==> src/rtl/shufflenetv2_div_seq_u22u10.sv <==
// Sequential unsigned restoring divider, one quotient bit per clock, MSB first.
// Valid/ready on both sides; a single operation in flight; fixed latency regardless of operands.
module shufflenetv2_div_seq_u22u10 #(
  parameter int DIVIDEND_W = 22,
  parameter int DIVISOR_W  = 10
) (
  input  logic                  ap_clk,
  input  logic                  ap_rst_n,
  input  logic                  in_valid,
  output logic                  in_ready,
  input  logic [DIVIDEND_W-1:0] in_dividend,
  input  logic [DIVISOR_W-1:0]  in_divisor,
  output logic                  out_valid,
  input  logic                  out_ready,
  output logic [DIVIDEND_W-1:0] out_quot,
  output logic [DIVISOR_W-1:0]  out_rem,
  output logic                  out_dbz,
  output logic                  busy
);

  localparam int CNT_W = $clog2(DIVIDEND_W);

  typedef enum logic [1:0] {IDLE, CALC, DONE} state_t;

  state_t                state_reg, state_next;
  logic [CNT_W-1:0]      cnt_reg;
  logic [DIVIDEND_W-1:0] dvd_reg;
  logic [DIVISOR_W-1:0]  dsr_reg;
  logic [DIVISOR_W-1:0]  part_reg;
  logic                  dbz_reg;

  logic [DIVISOR_W:0]    part_shift;
  logic [DIVISOR_W-1:0]  part_sub;
  logic                  q_bit;
  logic                  last_iter;
  logic                  accept;
  logic                  release_res;

  // The shifted partial needs one extra bit before the compare; after a
  // conditional subtract it is always below the divisor and fits DIVISOR_W.
  assign part_shift  = {part_reg, dvd_reg[DIVIDEND_W-1]};
  assign q_bit       = (part_shift >= {1'b0, dsr_reg});
  assign part_sub    = q_bit ? DIVISOR_W'(part_shift - {1'b0, dsr_reg})
                             : part_shift[DIVISOR_W-1:0];
  assign last_iter   = (cnt_reg == CNT_W'(DIVIDEND_W - 1));
  assign accept      = in_valid && in_ready;
  assign release_res = out_valid && out_ready;

  always_ff @(posedge ap_clk or negedge ap_rst_n) begin
    if (!ap_rst_n) begin
      state_reg <= IDLE;
    end else begin
      state_reg <= state_next;
    end
  end

  always_comb begin
    state_next = state_reg;
    case (state_reg)
      IDLE:    if (accept) state_next = CALC;
      CALC:    if (last_iter) state_next = DONE;
      DONE:    if (release_res) state_next = IDLE;
      default: state_next = IDLE;
    endcase
  end

  always_comb begin
    in_ready  = (state_reg == IDLE);
    out_valid = (state_reg == DONE);
    busy      = (state_reg != IDLE);
  end

  // Quotient bits are shifted into the dividend register as its bits are consumed.
  always_ff @(posedge ap_clk or negedge ap_rst_n) begin
    if (!ap_rst_n) begin
      cnt_reg  <= '0;
      dvd_reg  <= '0;
      dsr_reg  <= '0;
      part_reg <= '0;
      dbz_reg  <= 1'b0;
      out_quot <= '0;
      out_rem  <= '0;
      out_dbz  <= 1'b0;
    end else begin
      if (accept) begin
        cnt_reg  <= '0;
        dvd_reg  <= in_dividend;
        dsr_reg  <= in_divisor;
        part_reg <= '0;
        dbz_reg  <= (in_divisor == '0);
      end else if (state_reg == CALC) begin
        cnt_reg  <= cnt_reg + 1'b1;
        dvd_reg  <= {dvd_reg[DIVIDEND_W-2:0], q_bit};
        part_reg <= part_sub;
        if (last_iter) begin
          out_quot <= dbz_reg ? '1 : {dvd_reg[DIVIDEND_W-2:0], q_bit};
          out_rem  <= dbz_reg ? '0 : part_sub;
          out_dbz  <= dbz_reg;
        end
      end
    end
  end

endmodule

==> config.mk <==
export PLATFORM = sky130hd
export DESIGN_NAME = shufflenetv2_div_seq_u22u10
export DESIGN_NICKNAME = d
export VERILOG_FILES = /design/src/rtl/shufflenetv2_div_seq_u22u10.sv
export SDC_FILE = /design/constraint.sdc
export NUM_CORES = 1
export LEC_CHECK = 0
export ABC_CLOCK_PERIOD_IN_PS = 6400
export CAP_MARGIN = 30
export CORE_MARGIN = 3
export CORE_UTILIZATION = 55
export CTS_BUF_LIST = sky130_fd_sc_hd__clkbuf_4 sky130_fd_sc_hd__clkbuf_8 sky130_fd_sc_hd__clkbuf_16
export DETAILED_ROUTE_END_ITERATION = 12
export GPL_ROUTABILITY_DRIVEN = 0
export PLACE_DENSITY = 0.84
export SLEW_MARGIN = 20
export SYNTH_ARGS = -nofsm -noshare
export SYNTH_HDL_FRONTEND = slang
export SYNTH_SLANG_ARGS = --single-unit
==> constraint.sdc <==
create_clock -name ap_clk -period 6.4 [get_ports ap_clk]
set_clock_uncertainty 0.1 [all_clocks]
set_input_delay 0.96 -clock ap_clk [delete_from_list [all_inputs] [get_ports ap_clk]]
set_output_delay 0.96 -clock ap_clk [all_outputs]
set_load 0.02 [all_outputs]
==> flow_metrics.tcl, run 1 <==
set metrics [dict create \
    synth_edf_count 0 \
    ys_ff_latch 83 \
    grt_max_degree 67 \
    async_flop_share_pct 100.0 \
    cts_setup_buffers 0 \
    p_per_area_nw_per_um2 544.1 \
    dp_cells 572 \
    critPathMaxFanout 11 \
    avgSynthCellArea_um2 9.249 \
    layout_common_cells "92 x nand2_1, 83 x dfrtp_1, 70 x clkdlybuf4s50_1, 54 x o21ai_0, 34 x nor2_1" \
    cts.sinks 83 \
    fmax_mhz 322.5 \
    numCtsBuffers 9 \
    cp.arrival_ns 3.25 \
    place_ws_ns 3.335 \
    drc 0 \
    slew_violations 0 \
    multi_input_area_um2 1744 \
    clk_latency_ns 0.36 \
    io-pin-count 72 \
    cts_tree "done" \
    area.growth.synth_to_final_pct 23.67 \
    critPathLaunchType "flip-flop" \
    synth_top_area_share_pct 52.10 \
    gr-usage-all-layers_pct 22.10 \
    cts.htree.levels 3 \
    end_kind "flip-flop" \
    diodes 0 \
    cp_slowest_stage_delay_ns 0.74 \
    timing.final.ws_setup_ns 3.299 \
    stdcell_count 588 \
    crit_path_cell_trace "ha_1 -> o211ai_1 -> a21oi_2 -> o2111ai_2 -> a41oi_2 -> mux2_2 -> o31ai_1" \
    postSynthNetCount 480 \
    clockBufferDepth 2 \
    hold_violations 0 \
    slew_headroom_pct 43.14 \
    seq_area_um2 2077 \
    antenna_found_initial 0 \
    synth_area_leaders "dfrtp_1 52%, nand2_1 8.8%, o21ai_0 6.8%" \
    required_ns 6.54 \
    crit_buf_inv 0 \
    yosysSeqAreaShare_pct 52.10 \
    nFillCells 546 \
    dp_hpwl_um 6152 \
    p_total_mw 2.682 \
    setup_viol 0 \
    cts-root-buf "clkbuf_8" \
    row_count 30 \
    final_common_cell "nand2_1" \
    first_iter_violations 326 \
    port_buffers 71 \
    num_vias 3286 \
    initial_utilization_pct 57.72 \
    reg2reg_slack_ns 3.30 \
    wl_per_cell_um 15.03 \
    status "finished clean" \
    synthCells 431 \
    path_clk_slew_ns 0.08 \
    grt_pass1_wl_um 14940 \
    core_um2 6907 \
    post_cts_resized 0 \
    grt_pass1_vias 3144 \
    fin_crit_ns 3.101 \
    worst_pin_slew_ns 0.8528 \
    die_area_um2 8306 \
    ir_drop_v 0.0002367 \
    drive_gt1_share_pct 6.098 \
    overflow 0 \
    critPathKind "flip-flop to flip-flop" \
    leakagePower_nw 2.203 \
    die_h_um 91.14 \
    max_cap_viol_count 0 \
    holdWs_ns 0.3851 \
    fin_tns_setup_ns 0 \
    synth_area_um2 3986 \
    wl_um 8837 \
    slowest_stage "a41oi_2" \
    die_w_um 91.14 \
    nNetsFinal 536 \
    synthFlopType "dfrtp_1" \
    ys_types 40 \
    first_pass_iters 5 \
    yosys.area.top_type "dfrtp_1" \
    grt_setup_unrepaired "no" \
    viasPerCell 5.588 \
    ys_warn_count 0 \
    cts_hold_buf 0 \
    final_antenna_net_count 0 \
    crit_family "compound AO/OA/AOI/OAI gates" \
    min_path_type "flip-flop to flip-flop" \
    period_share_pct 48.45 \
]
worst register-to-register path, cell delays in order (launching register included):
cell and delay [ns]:
dfrtp_1 0.42, ha_1 0.46, o211ai_1 0.16, a21oi_2 0.23, o2111ai_2 0.20, a41oi_2 0.74
mux2_2 0.45, o31ai_1 0.24
metal layers:
metal | part of all wire, % | GRT usage [%] | vias to the layer above
met3 | 5.0 | 3.314 | 16
li1 | - | - | 1600
met5 | 0 | 0 | -
met1 | 46 | 31.45 | 1575
met2 | 47 | 33.72 | 95
met4 | 2.3 | 9.673 | 0
where the power goes:
group / leakage [nW] / switching [mW] / internal [mW]
combinational: 1.07 / 0.824 / 0.613
clock: 0.0805 / 0.195 / 0.149
sequential: 1.05 / 0.150 / 0.751
synth_stat cells, types with 2 or more instances:
| cell type | count |
|---|---|
| clkbuf_1 | 26 |
| mux2i_1 | 7 |
| and4_1 | 2 |
| nand2b_1 | 7 |
| buf_2 | 3 |
| a21oi_1 | 4 |
| a211o_1 | 3 |
| nand3_1 | 15 |
| o31ai_1 | 8 |
| a311oi_1 | 2 |
| inv_1 | 15 |
| nor2_1 | 34 |
| nand4_1 | 6 |
| nor4_1 | 3 |
| xnor2_1 | 4 |
| a22oi_1 | 21 |
| ha_1 | 12 |
| nand2_1 | 93 |
| mux2_2 | 2 |
| nor3_1 | 6 |
| a211oi_1 | 3 |
| a32o_1 | 2 |
| o21ai_0 | 54 |
| dfrtp_1 | 83 |
metrics by stage:
stage	utilization (%)	area, µm²
after floorplan	-	3986
after global placement	68.32	4718
after detailed placement	68.61	4738
after CTS	71.23	4920
after global routing	71.38	4930
final	71.38	4930
worst paths after layout:
path	start	cells past startpoint	to
worst max-delay path	part_reg[3]	7	out_rem[0]
min in group asynchronous	ap_rst_n	1	out_quot[15]
worst min-delay path	out_rem[4]	2	out_rem[4]
worst min register to register	out_rem[4]	2	out_rem[4]
max in group asynchronous	ap_rst_n	2	dsr_reg[4]
worst max register to register	part_reg[3]	7	out_rem[0]
kinds of logic after synthesis:
logic type / share of synthesized area [%]
DFF: 52.10
adders and majority gates: 4.269
AOI/OAI and AO/OA: 17.01
muxes: 2.699
buffers and inverters: 4.519
xor gates and xnor gates: 1.099
and+or+nand+nor: 18.30
final cells by class:
cell class	instances	share of cell area, %
flip-flops and latches	83	42.13
well taps	96	2.437
clock inverters	6	1.015
inverters	15	1.142
multi-input cells	303	35.38
repair buffers	75	15.23
clock buffers	10	2.665
Note: power is estimated with default switching activity, not from simulation.
==> inputs of run 2 (changes only) <==
--- a/config.mk
+++ b/config.mk
@@ -5,14 +5,14 @@
 export SDC_FILE = /design/constraint.sdc
 export NUM_CORES = 1
 export LEC_CHECK = 0
-export ABC_CLOCK_PERIOD_IN_PS = 6400
+export ABC_CLOCK_PERIOD_IN_PS = 2900
 export CAP_MARGIN = 30
 export CORE_MARGIN = 3
-export CORE_UTILIZATION = 55
+export CORE_UTILIZATION = 53
 export CTS_BUF_LIST = sky130_fd_sc_hd__clkbuf_4 sky130_fd_sc_hd__clkbuf_8 sky130_fd_sc_hd__clkbuf_16
 export DETAILED_ROUTE_END_ITERATION = 12
 export GPL_ROUTABILITY_DRIVEN = 0
-export PLACE_DENSITY = 0.84
+export PLACE_DENSITY = 0.82
 export SLEW_MARGIN = 20
 export SYNTH_ARGS = -nofsm -noshare
 export SYNTH_HDL_FRONTEND = slang
==> constraint.sdc (replaced) <==
create_clock -name ap_clk -period 2.9 [get_ports ap_clk]
set_clock_uncertainty 0.1 [all_clocks]
set_input_delay 0.435 -clock ap_clk [delete_from_list [all_inputs] [get_ports ap_clk]]
set_output_delay 0.435 -clock ap_clk [all_outputs]
set_load 0.02 [all_outputs]
==> flow_metrics.tcl, run 2 (synthesis results as in run 1) <==
set metrics [dict create \
    area.growth.synth_to_final_pct 25.20 \
    antenna_found_initial 0 \
    viasPerCell 5.644 \
    status "finished clean" \
    clk_latency_ns 0.35 \
    final_antenna_net_count 0 \
    critPathLaunchType "flip-flop" \
    leakagePower_nw 2.235 \
    path_clk_slew_ns 0.08 \
    clockBufferDepth 2 \
    io-pin-count 72 \
    slew_headroom_pct 41.78 \
    seq_area_um2 2077 \
    row_count 30 \
    wl_um 9103 \
    fin_tns_setup_ns 0 \
    grt_setup_unrepaired "no" \
    worst_pin_slew_ns 0.8733 \
    die_w_um 92.73 \
    layout_common_cells "92 x nand2_1, 83 x dfrtp_1, 70 x clkdlybuf4s50_1, 54 x o21ai_0, 34 x nor2_1" \
    period_share_pct 90.44 \
    max_cap_viol_count 0 \
    fmax_mhz 381.3 \
    port_buffers 71 \
    core_um2 7057 \
    final_common_cell "nand2_1" \
    nNetsFinal 541 \
    die_h_um 92.73 \
    dp_hpwl_um 6330 \
    grt_max_degree 48 \
    drc 0 \
    slew_violations 0 \
    die_area_um2 8598 \
    drive_gt1_share_pct 6.841 \
    wl_per_cell_um 15.35 \
    critPathKind "flip-flop to flip-flop" \
    ir_drop_v 0.0004769 \
    initial_utilization_pct 56.49 \
    overflow 0 \
    cts.sinks 83 \
    numCtsBuffers 9 \
    num_vias 3347 \
    hold_violations 0 \
    min_delay_path_depth 2 \
    diodes 0 \
    cp.arrival_ns 2.71 \
    critPathMaxFanout 9 \
    grt_pass1_vias 3213 \
    setup_viol 0 \
    multi_input_area_um2 1734 \
    end_kind "flip-flop" \
    first_pass_iters 5 \
    first_iter_violations 200 \
    p_total_mw 6.057 \
    grt_pass1_wl_um 15530 \
    p_per_area_nw_per_um2 1214 \
    cts.htree.levels 3 \
    required_ns 2.99 \
    gr-usage-all-layers_pct 22.61 \
    cts-root-buf "clkbuf_8" \
    nFillCells 550 \
    min_path_type "flip-flop to flip-flop" \
    fin_crit_ns 2.623 \
    cts_tree "done" \
    cts_setup_buffers 0 \
    ff2ff_path_depth 8 \
    holdWs_ns 0.3823 \
]
## run 2: routing by layer
layer	part of all wire, %	vias to the layer above	track usage [%]	routed length, µm
li1	-	1616	-	-
met5	0	-	0	0
met2	47	108	35.65	4272
met1	45	1612	31.92	4140
met3	5.9	11	5.037	538
met4	1.7	0	5.739	152
## run 2: worst paths after layout
kind,slack [ns],from,endpoint
worst min-delay path,0.38,out_rem[5],out_rem[5]
max in group asynchronous,1.63,ap_rst_n,dvd_reg[11]
worst max-delay path,0.28,part_reg[3],part_reg[8]
worst max register to register,0.28,part_reg[3],part_reg[8]
worst min register to register,0.38,out_rem[5],out_rem[5]
min in group asynchronous,0.48,ap_rst_n,dsr_reg[5]
## run 2: report_power, final
group	internal, mW	switching, mW	total [mW]
logic	1.38	1.82	3.20
clock network	0.418	0.443	0.861
registers	1.66	0.339	2.00
## run 2: repair_timing
action | CTS | global route
gates resized for setup | 0 | 0
hold buffers | 1 | 0
endpoints found under the hold margin | 36 | 0
## run 2: per-stage QoR
stage / cells / area, µm² / util (%) / worst slack [ns]
CTS: 593 / 4991 / 70.73 / 0.3153
global route: 593 / 4991 / 70.73 / 0.05893
global placement: 575 / 4748 / 67.29 / 0.4101
detailed placement: 576 / 4776 / 67.68 / 0.3302
finish: 593 / 4991 / 70.73 / 0.2772
floorplan: 431 / 3986 / - / 0.5597
## run 2: worst max-delay path, stage by stage, from the launching register on
cell	delay, ns
dfrtp_1	0.41
ha_1	0.44
o211ai_1	0.15
a21oi_2	0.22
o2111ai_2	0.20
a41oi_2	0.32
buf_4	0.25
mux2i_1	0.26
o21ai_0	0.11
## run 2: layout make-up
type	count	area share, %
flip-flops and latches	83	41.61
multi-input cells	303	34.75
repair buffers	80	15.99
clock buffers	10	2.632
well taps	96	2.407
clock inverters	6	1.479
inverters	15	1.128
==> inputs of run 3 (changes only) <==
--- a/config.mk
+++ b/config.mk
@@ -7,7 +7,7 @@
 export LEC_CHECK = 0
 export ABC_CLOCK_PERIOD_IN_PS = 2900
 export CAP_MARGIN = 30
-export CORE_MARGIN = 3
+export CORE_MARGIN = 2
 export CORE_UTILIZATION = 53
 export CTS_BUF_LIST = sky130_fd_sc_hd__clkbuf_4 sky130_fd_sc_hd__clkbuf_8 sky130_fd_sc_hd__clkbuf_16
 export DETAILED_ROUTE_END_ITERATION = 12
==> constraint.sdc (replaced) <==
create_clock -name ap_clk -period 2.9 [get_ports ap_clk]
set_clock_uncertainty 0.1 [all_clocks]
set_input_delay 0.435 -clock ap_clk [delete_from_list [all_inputs] [get_ports ap_clk]]
set_output_delay 0.435 -clock ap_clk [all_outputs]
set_load 0.005 [all_outputs]
==> flow_metrics.tcl, run 3 (synthesis results as in run 1) <==
set metrics [dict create \
    met3_usage_pct 4.508 \
    nNetsFinal 543 \
    die_h_um 90.73 \
    p_per_area_nw_per_um2 1206 \
    worst_pin_slew_ns 0.8545 \
    post_cts_resized 0 \
    fin_crit_ns 2.733 \
    fin_tns_setup_ns 0 \
    die_w_um 90.73 \
    clk_latency_ns 0.36 \
    holdPathEnd "out_rem[5]" \
    viasPerCell 5.606 \
    use_met2_pct 37.62 \
    reg2reg_slack_ns 0.17 \
    hold_violations 0 \
    max_cap_viol_count 0 \
    io-pin-count 72 \
    grt_pass1_vias 3291 \
    first_pass_iters 5 \
    drc 0 \
    leakagePower_nw 2.259 \
    row_count 31 \
    layout_common_cells "92 x nand2_1, 83 x dfrtp_1, 70 x clkdlybuf4s50_1, 54 x o21ai_0, 34 x nor2_1" \
    numCtsBuffers 9 \
    wl_um 9388 \
    ff2ff_path_depth 8 \
    grt_max_degree 47 \
    path_clk_slew_ns 0.08 \
    antenna_found_initial 0 \
    seq_power_share_pct 33.1 \
    cts.htree.levels 3 \
    switching_share_pct 40.48 \
    combPwrFrac_pct 50.5 \
    min_path_type "flip-flop to flip-flop" \
    area.growth.synth_to_final_pct 25.96 \
    grtUsageMet1_pct 33.41 \
    period_share_pct 94.25 \
    critPathLaunchType "flip-flop" \
    cp.arrival_ns 2.83 \
    ir_drop_v 0.0005733 \
    wl_per_cell_um 15.73 \
    p_total_mw 6.055 \
    final_common_cell "nand2_1" \
    gr-usage-all-layers_pct 23.88 \
    min_delay_path_depth 2 \
    grt_setup_unrepaired "no" \
    clockBufferDepth 2 \
    core_um2 7253 \
    place_ws_ns 0.2275 \
    cp_slowest_stage_delay_ns 0.46 \
    p_sw_mw 2.451 \
    grt_pass1_wl_um 15730 \
    dp_hpwl_um 6547 \
    slew_headroom_pct 43.03 \
    place_area_um2 4775 \
    cts_tree "done" \
    setup_viol 0 \
    port_buffers 71 \
    fmax_mhz 365.9 \
    critPathMaxFanout 9 \
    die_area_um2 8231 \
    rr_startpoint "part_reg[3]" \
    cts-root-buf "clkbuf_8" \
    top_usage_layer "met2" \
    drive_gt1_share_pct 7.028 \
    hp-start "out_rem[5]" \
    required_ns 3.00 \
    critPathKind "flip-flop to flip-flop" \
    crit_path_cell_trace "ha_1 -> o211ai_1 -> a21oi_2 -> o2111ai_2 -> a41oi_2 -> buf_4 -> mux2i_1 -> o21ai_0" \
    r2r-end "part_reg[3]" \
    num_vias 3347 \
    clkPwrFrac_pct 16.4 \
    overflow 0 \
    first_iter_violations 287 \
    diodes 0 \
    initial_utilization_pct 54.96 \
    finish.instance_area_um2 5021 \
    status "finished clean" \
    end_kind "flip-flop" \
    internal-power_mw 3.604 \
    slowest_stage "ha_1" \
    final_antenna_net_count 0 \
    timing.final.ws_setup_ns 0.1667 \
    cts.sinks 83 \
    slew_violations 0 \
]
[run 3: changes by cell type in the layout (fill, tap and decap cells not counted)]
cell,previous run,this run
buf_4,8,11
clkbuf_4,1,0
clkinvlp_4,2,0
clkinv_2,0,1
inv_8,1,0
buf_16,1,0
bufinv_16,1,3
[run 3: power groups by stage]
stage                     clock network [mW]  logic, mW  registers, mW
final                                  0.991       3.06           2.00
after detailed placement                   0       3.00           2.02
after CTS                              0.996       3.03           2.00
after global placement                     0       2.85           1.99
after floorplan                            0       2.15           1.94
after global routing                    1.04       3.40           2.06
[run 3: worst max-delay path by stage]
stage,to,slack [ns],cells past startpoint,startpoint
5_1_grt,part_reg[2],0.01,8,part_reg[3]
2_1_floorplan,out_rem[1],0.56,9,part_reg[3]
4_1_cts,part_reg[4],0.23,8,part_reg[3]
3_5_place_dp,part_reg[4],0.23,8,part_reg[3]
6_report,part_reg[3],0.17,8,part_reg[3]
3_3_place_gp,part_reg[3],0.37,8,part_reg[3]
[run 3: layout make-up]
| cell class | count | area, µm² |
|---|---|---|
| tap | 99 | 123.9 |
| timing repair buffer | 82 | 793.3 |
| clock inverter | 6 | 112.6 |
| sequential | 83 | 2077 |
| clock buffer | 9 | 123.9 |
| fill | 564 | 2232 |
| inverter | 15 | 56.30 |
| multi-input combinational | 303 | 1734 |
[run 3: metrics by stage]
step | utilization [%] | hold slack, ns | std cells
floorplan | - | 0.03941 | 431
global placement | 65.83 | 0.3600 | 581
detailed placement | 65.83 | 0.3700 | 581
CTS | 69.23 | 0.3910 | 597
global route | 69.23 | 0.4190 | 597
finish | 69.23 | 0.3868 | 597
[run 3: routing by layer]
layer  wire length [µm]  part of all wire (%)
met3                573                   6.1
met4                121                   1.3
met5                  0                     0
met2               4501                    48
met1               4192                    45
[run 3: timing repair]
action / CTS / global route
setup endpoints to repair: 0 / 0
endpoints found under the hold margin: 44 / 0
hold buffers: 1 / 0
buffers inserted: 0 / 0
[run 3: worst max-delay path: cells and delay by family (launching register included)]
family,cells,cell delay [ns]
buffers and inverters,1,0.26
DFF,1,0.41
muxes,1,0.30
AOI/OAI and AO/OA,5,1.04
adders and majority gates,1,0.46
